## src/rtl/reset_sequencer.sv

```systemverilog
// Board-level reset generator: debounced button, software request and
// clock-lock loss drive a held-then-staggered periph/core reset release.
module reset_sequencer #(
  parameter int DEBOUNCE_CYCLES = 3200000,
  parameter int HOLD_CYCLES     = 256,
  parameter int STAGGER_CYCLES  = 16,
  parameter bit BUTTON_ACTIVE   = 1'b1
) (
  input  logic        clk,
  input  logic        resetn,
  input  logic        button_in,
  input  logic        sw_reset_req,
  input  logic        locked,
  output logic        periph_resetn,
  output logic        core_resetn,
  output logic        busy,
  output logic [15:0] reset_count
);

  localparam int DW = $clog2(DEBOUNCE_CYCLES + 1);
  localparam int HW = $clog2(HOLD_CYCLES + 1);
  localparam int SW = $clog2(STAGGER_CYCLES + 1);

  localparam logic          BTN_IDLE  = ~BUTTON_ACTIVE;
  localparam logic [DW-1:0] DB_LAST   = DW'(DEBOUNCE_CYCLES - 1);
  localparam logic [HW-1:0] HOLD_INIT = HW'(HOLD_CYCLES);
  localparam logic [HW-1:0] HOLD_LAST = HW'(1);
  localparam logic [SW-1:0] STAG_LAST = SW'(STAGGER_CYCLES - 1);

  typedef enum logic [1:0] {
    ST_HOLD,
    ST_STAGGER,
    ST_RUN
  } state_e;

  logic          btn_s1_q, btn_s1_d;
  logic          btn_s2_q, btn_s2_d;
  logic          lock_s1_q, lock_s1_d;
  logic          lock_s2_q, lock_s2_d;
  logic          lock_prev_q, lock_prev_d;
  logic          db_q, db_d;
  logic [DW-1:0] db_cnt_q, db_cnt_d;
  logic          press_q, press_d;
  state_e        state_q, state_d;
  logic [HW-1:0] hold_q, hold_d;
  logic [SW-1:0] stag_q, stag_d;
  logic          periph_q, periph_d;
  logic          core_q, core_d;
  logic          busy_q, busy_d;
  logic [15:0]   count_q, count_d;
  logic          trig;

  always_comb begin
    btn_s1_d    = button_in;
    btn_s2_d    = btn_s1_q;
    lock_s1_d   = locked;
    lock_s2_d   = lock_s1_q;
    lock_prev_d = lock_s2_q;
    db_d        = db_q;
    db_cnt_d    = '0;
    press_d     = 1'b0;
    state_d     = state_q;
    hold_d      = hold_q;
    stag_d      = stag_q;
    count_d     = count_q;

    if (btn_s2_q != db_q) begin
      if (db_cnt_q == DB_LAST) begin
        db_d    = btn_s2_q;
        press_d = (btn_s2_q == BUTTON_ACTIVE);
      end else begin
        db_cnt_d = db_cnt_q + 1'b1;
      end
    end

    trig = press_q | sw_reset_req | (lock_prev_q & ~lock_s2_q);

    if (trig) begin
      state_d = ST_HOLD;
      hold_d  = HOLD_INIT;
      stag_d  = '0;
      if (count_q != 16'hFFFF) count_d = count_q + 16'd1;
    end else begin
      unique case (state_q)
        ST_HOLD: begin
          // Hold time only accrues while the clock generator is locked
          if (lock_s2_q) begin
            if (hold_q == HOLD_LAST) state_d = ST_STAGGER;
            else hold_d = hold_q - 1'b1;
          end
        end
        ST_STAGGER: begin
          if (stag_q == STAG_LAST) state_d = ST_RUN;
          else stag_d = stag_q + 1'b1;
        end
        ST_RUN: ;
        default: begin
          state_d = ST_HOLD;
          hold_d  = HOLD_INIT;
          stag_d  = '0;
        end
      endcase
    end

    periph_d = (state_d != ST_HOLD);
    core_d   = (state_d == ST_RUN);
    busy_d   = (state_d != ST_RUN);
  end

  always_ff @(posedge clk) begin
    if (!resetn) begin
      btn_s1_q    <= BTN_IDLE;
      btn_s2_q    <= BTN_IDLE;
      lock_s1_q   <= 1'b0;
      lock_s2_q   <= 1'b0;
      lock_prev_q <= 1'b0;
      db_q        <= BTN_IDLE;
      db_cnt_q    <= '0;
      press_q     <= 1'b0;
      state_q     <= ST_HOLD;
      hold_q      <= HOLD_INIT;
      stag_q      <= '0;
      periph_q    <= 1'b0;
      core_q      <= 1'b0;
      busy_q      <= 1'b1;
      count_q     <= '0;
    end else begin
      btn_s1_q    <= btn_s1_d;
      btn_s2_q    <= btn_s2_d;
      lock_s1_q   <= lock_s1_d;
      lock_s2_q   <= lock_s2_d;
      lock_prev_q <= lock_prev_d;
      db_q        <= db_d;
      db_cnt_q    <= db_cnt_d;
      press_q     <= press_d;
      state_q     <= state_d;
      hold_q      <= hold_d;
      stag_q      <= stag_d;
      periph_q    <= periph_d;
      core_q      <= core_d;
      busy_q      <= busy_d;
      count_q     <= count_d;
    end
  end

  assign periph_resetn = periph_q;
  assign core_resetn   = core_q;
  assign busy          = busy_q;
  assign reset_count   = count_q;

endmodule

```

## config.mk

```make
export PLATFORM = sky130hd
export DESIGN_NAME = reset_sequencer
export DESIGN_NICKNAME = d
export VERILOG_FILES = /design/src/rtl/reset_sequencer.sv
export SDC_FILE = /design/constraint.sdc
export NUM_CORES = 1
export LEC_CHECK = 0
export BUFFER_PORTS_ARGS = -buffer_cell sky130_fd_sc_hd__buf_2
export CORE_ASPECT_RATIO = 2
export CORE_MARGIN = 2
export CORE_UTILIZATION = 50
export CTS_CLUSTER_DIAMETER = 50
export CTS_CLUSTER_SIZE = 24
export DETAILED_ROUTE_END_ITERATION = 10
export GPL_TIMING_DRIVEN = 0
export PLACE_DENSITY = 0.68
export SYNTH_ARGS = -nofsm -noshare
export SYNTH_HDL_FRONTEND = slang
export SYNTH_SLANG_ARGS = --single-unit
```

## constraint.sdc

```tcl
create_clock -name clk -period 5.5 [get_ports clk]
set_input_delay 1.1 -clock clk [delete_from_list [all_inputs] [get_ports clk]]
set_output_delay 1.1 -clock clk [all_outputs]
set_load 0.02 [all_outputs]
```

; ---- Yosys cells after proc, flatten, opt, wreduce, memory -nomap -nowiden
; Cells that the tools add are included.
[op_classes]
addsub = 4
n_eq_ne = 12
n_mux = 10
bitwise = 8
reduce_logical = 11
[op_table]
columns = op, count
row1 = adder 22 x 1 -> 22 bit (second input constant), 1
row2 = == test 22 bit (second input constant), 1
row3 = 2-to-1 mux 9 bit, 2
row4 = one-hot mux 9 bit (2 select lines), 1
row5 = adder 16 x 1 -> 16 bit (second input constant), 1
row6 = != test 16 bit (second input constant), 1
row7 = one-hot mux 5 bit (2 select lines), 1
row8 = == test 9 x 1 -> 1 bit (second input constant), 1
row9 = subtractor 9 x 1 -> 9 bit (second input constant), 1
row10 = 2-to-1 mux 2 bit, 4
row11 = != test 2 bit (second input constant), 4
row12 = one-hot mux 2 bit (3 select lines), 1
row13 = AND reduction 2 bit, 3
row14 = AND reduction 3 bit, 2
row15 = OR reduction 2 bit, 3
row16 = adder 5 x 1 -> 5 bit (second input constant), 1
row17 = == test 5 x 4 -> 1 bit (second input constant), 1
row18 = 2-to-1 mux 5 bit, 1
row19 = NOT 1 bit, 5
row20 = == test 2 bit (second input constant), 2
row21 = OR reduction 3 bit, 1
row22 = == test 2 x 1 -> 1 bit (second input constant), 1
row23 = zero test 2 bit, 1
row24 = bitwise OR 1 bit, 2
row25 = other kinds (3), 3
[word_totals]
ff_bits = 64
in_bits = 5
out_inout_bits = 19

; ---- Depth between registers and ports, before layout
[depth]
depth_word = 6
depth_mapped = 7
depth_no_buf = 7

; ---- Worst setup path after synthesis
; OpenSTA, ideal clock, no wires.
[synth_timing]
path_type = input-to-reg
startpoint = in sw_reset_req
endpoint = reg hold_q[8]
setup_ns = 0.117
t_arrival_ns = 2.138
t_required_ns = 5.383
setup_slack_ns = 3.245
path_stages = 4
n_path_buf = 0
cell_sequence = nor2_1 -> nand3_1 -> o21bai_1 -> nand2b_1
[synth_via]
elab_chain_len = 3
[synth_lines]
columns = item, line_no
row1 = "start, declared", 12  ; input logic sw_reset_req,
row2 = bitwise OR 1 bit (2 in series), 76  ; trig = press_q | sw_reset_req | (lock_prev_q & ~lock_s2_q);
row3 = OR reduction 2 bit (no source line), -
row4 = "end signal, assigned", 137  ; hold_q <= hold_d;
row5 = "end, declared", 45  ; logic [HW-1:0] hold_q, hold_d;
; Every way passes these cells.
; A chain may end at the register's enable or synchronous reset.

; ---- Final worst setup path
; Ends and elaborated chain as after synthesis.

==> results.sh <==
export IMPL_holdWs_ns=0.428
export IMPL_grt_busiest_layer="met2"
export IMPL_power_frac_seq_pct=44.1
export IMPL_worst_slew_pin_transition_ns=0.758
export IMPL_vias=2691
export IMPL_critPathTopFamily="simple AND/OR/NAND/NOR gates"
export IMPL_via_per_inst=5.90
export IMPL_die_area_mm2=0.00690
export IMPL_grt_pass1_vias=2594
export IMPL_setup_viol=0
export IMPL_ys_flop_type="dfxtp_1"
export IMPL_path_cells="buf_2 > nor2_1 > nand3_1 > o21bai_1 > nand2b_1"
export IMPL_vdd_drop_max_mv=0.203
export IMPL_final_util_pct=59.9
export IMPL_worstHoldEndpoint="lock_prev_d"
export IMPL_endpoint_kind="flop"
export IMPL_met1_usage_pct=21.3
export IMPL_async_reset_ff_share_pct=0
export IMPL_syn_area_mm2=0.00311
export IMPL_cpMaxStageDelayCell="nor2_1"
export IMPL_grt_use_met3_pct=6.81
export IMPL_cts_tree="done"
export IMPL_cts_max_level=3
export IMPL_p_comb_share_pct=3.2
export IMPL_place_congestion=0.801
export IMPL_arrival_ns=2.69
export IMPL_yosysSeqAreaShare_pct=41.3
export IMPL_maxSlewHeadroom_pct=49.0
export IMPL_drc=0
export IMPL_cap_violations=0
export IMPL_cp_slowest_stage_delay_ns=0.43
export IMPL_insertion_delay_ns=0.33
export IMPL_area_growth_pct=15.9
export IMPL_grt_util_met2_pct=37.7
export IMPL_start_util_pct=51.7
export IMPL_cts_root_buf="clkbuf_16"
export IMPL_r2r_cells=6
export IMPL_yosys_register_bits=64
export IMPL_drt_pre_antenna_iters=4
export IMPL_drv_slew=0
export IMPL_hp_class="flop to flop"
export IMPL_crit_buf_inv=1
export IMPL_antenna_found_initial=0
export IMPL_wirelength_mm=6.65
export IMPL_holdPathStages=1
export IMPL_power_switching_mw=0.220
export IMPL_cts_setup_buffers=0
export IMPL_cp_start_kind="primary input"
export IMPL_p_clk_share_pct=52.7
export IMPL_holdBufCountCts=0
export IMPL_fin_crit_ns=2.47
export IMPL_wl_per_cell_um=14.6
export IMPL_synthCells=354
export IMPL_p_int_mw=0.855
export IMPL_cts_buffers=9
export IMPL_holdCritStartpoint="lock_s1_q"
export IMPL_tns_ns=0
export IMPL_grt_max_degree=11
export IMPL_ys_types=60
export IMPL_rows=40
export IMPL_nNetsFinal=403
export IMPL_status="completed"
export IMPL_port_buffers=23
export IMPL_core_mm2=0.00601
export IMPL_n_antenna_cell=0
export IMPL_cp_required_ns=5.72
export IMPL_cp_max_fo=9
export IMPL_cts_clk_slew_worst_paths_ns=0.05
export IMPL_grt_use_total_pct=21.4
export IMPL_die_h_um=115
export IMPL_r2r_start="state_q[0]"
export IMPL_drt_iter0_markers=119
export IMPL_die_x_um=59.7
export IMPL_grt_pass1_wl_mm=11.2
export IMPL_r2r_end="hold_q[6]"
export IMPL_yosysWarnings=0
export IMPL_p_sw_share_pct=20.5
export IMPL_synth_edff_count=0
export IMPL_syn_nets=369
export IMPL_final_antenna_net_count=0
export IMPL_power_density_mw_per_mm2=299
export IMPL_place_hpwl_mm=4.89
export IMPL_p_leak_nw=1.27
export IMPL_r2r_slack_ns=3.23
export IMPL_min_period_over_period_pct=45.0
export IMPL_ctsResizeCount=0
export IMPL_finClkSkew_ns=0.00367
export IMPL_rsz0062_at_grt="false"
export IMPL_io_pins=24
export IMPL_crit_path_start="sw_reset_req"
export IMPL_finalHoldViolations=0
export IMPL_overflow=0
export IMPL_avgSynthCellArea_um2=8.77
export IMPL_power_mw=1.07
export IMPL_fmax_ghz=0.404
export IMPL_cts_buffer_depth=2
export IMPL_path_class="primary input to flop"
export IMPL_layout_drive_gt1_share_pct=14.2
export IMPL_path_depth=5
export IMPL_cts_sinks=64
[final cells by class]
class / count / area, µm²
Clock inverter: 3 / 40.0
Sequential cell: 64 / 1280
Timing Repair Buffer: 23 / 115
Clock buffer: 13 / 260
Inverter: 13 / 48.8
Tap cell: 63 / 78.8
Fill cell: 551 / 2410
Buffer: 9 / 38.8
Multi-Input combinational cell: 268 / 1740
[cells in the mapped netlist, drive strengths merged, types with 3 or more instances]
cell type,count,area (µm²)
a211o,3,26.3
a21o,4,31.3
a21oi,26,134
a31oi,4,25.0
and2,6,37.5
and3,3,20.0
and4,5,43.8
clkbuf,7,26.3
dfxtp,64,1280
ha,10,125
inv,12,45.0
mux2i,5,50.1
nand2,23,86.3
nand2b,7,43.8
nand3,17,90.1
nand4,16,115
nor2,35,131
nor2b,3,18.8
nor3,14,70.1
nor4,4,25.0
o211ai,4,30.0
o21ai,8,40.0
o31ai,6,45.0
or3,5,32.5
or4,12,93.8
or4b,3,30.0
xnor2,7,61.3
xor2,9,78.8
[sequential cells by signal, summed over array words and instances (netlist names), 2 cells and up]
signal,flops
hold_q,9
stag_q,5
reset_count,16
db_cnt_q,22
state_q,2
[worst max path at each step]
stage | end | slack (ns)
final | hold_q[8] | 3.03
after global routing | hold_q[8] | 2.87
after CTS | hold_q[8] | 3.03
after detailed placement | hold_q[8] | 2.69
after global placement | hold_q[8] | 2.66
after floorplan | hold_q[8] | 3.25
[layout by cell type (no fill, tap or decap), types with 9 or more instances in the layout]
cell type,n
clkbuf_16,9
a21oi_1,25
xor2_1,9
buf_2,24
nand2_1,23
dfxtp_1,64
inv_1,12
nand3_1,16
nand4_1,15
or4_1,11
ha_1,10
nor3_1,14
nor2_1,35
clkbuf_1,9
[metrics by stage]
step,area (µm²),std cells,worst slack (ns)
floorplan,3110,354,3.25
global placement,3300,440,2.66
detailed placement,3300,440,2.69
CTS,3600,456,3.03
global route,3600,456,2.87
finish,3600,456,3.03
[power groups by stage]
stage | clock network, mW | logic (mW) | registers [mW]
final | 0.567 | 0.0340 | 0.474
after detailed placement | 0 | 0.0344 | 0.484
after floorplan | 0 | 0.0216 | 0.485
after global placement | 0 | 0.0338 | 0.483
after CTS | 0.577 | 0.0347 | 0.474
after global routing | 0.600 | 0.0385 | 0.474
[routing by layer]
metal | vias to the layer above | part of all wire [%] | routed length, µm
li1 | 1386 | - | -
met3 | 17 | 3.4 | 224
met4 | 0 | 2.6 | 172
met5 | - | 0 | 0
met1 | 1254 | 40 | 2660
met2 | 34 | 54 | 3600
[logic make-up after synthesis]
family / count (synthesis) / share of synthesized area [%]
and+or+nand+nor: 164 / 30.1
AOI/OAI and AO/OA: 73 / 15.7
DFF: 64 / 41.3
buffers and inverters: 22 / 2.82
xor gates and xnor gates: 16 / 4.51
adders and majority gates: 10 / 4.03
muxes: 5 / 1.61
Note: power is estimated with default switching activity, not from simulation.
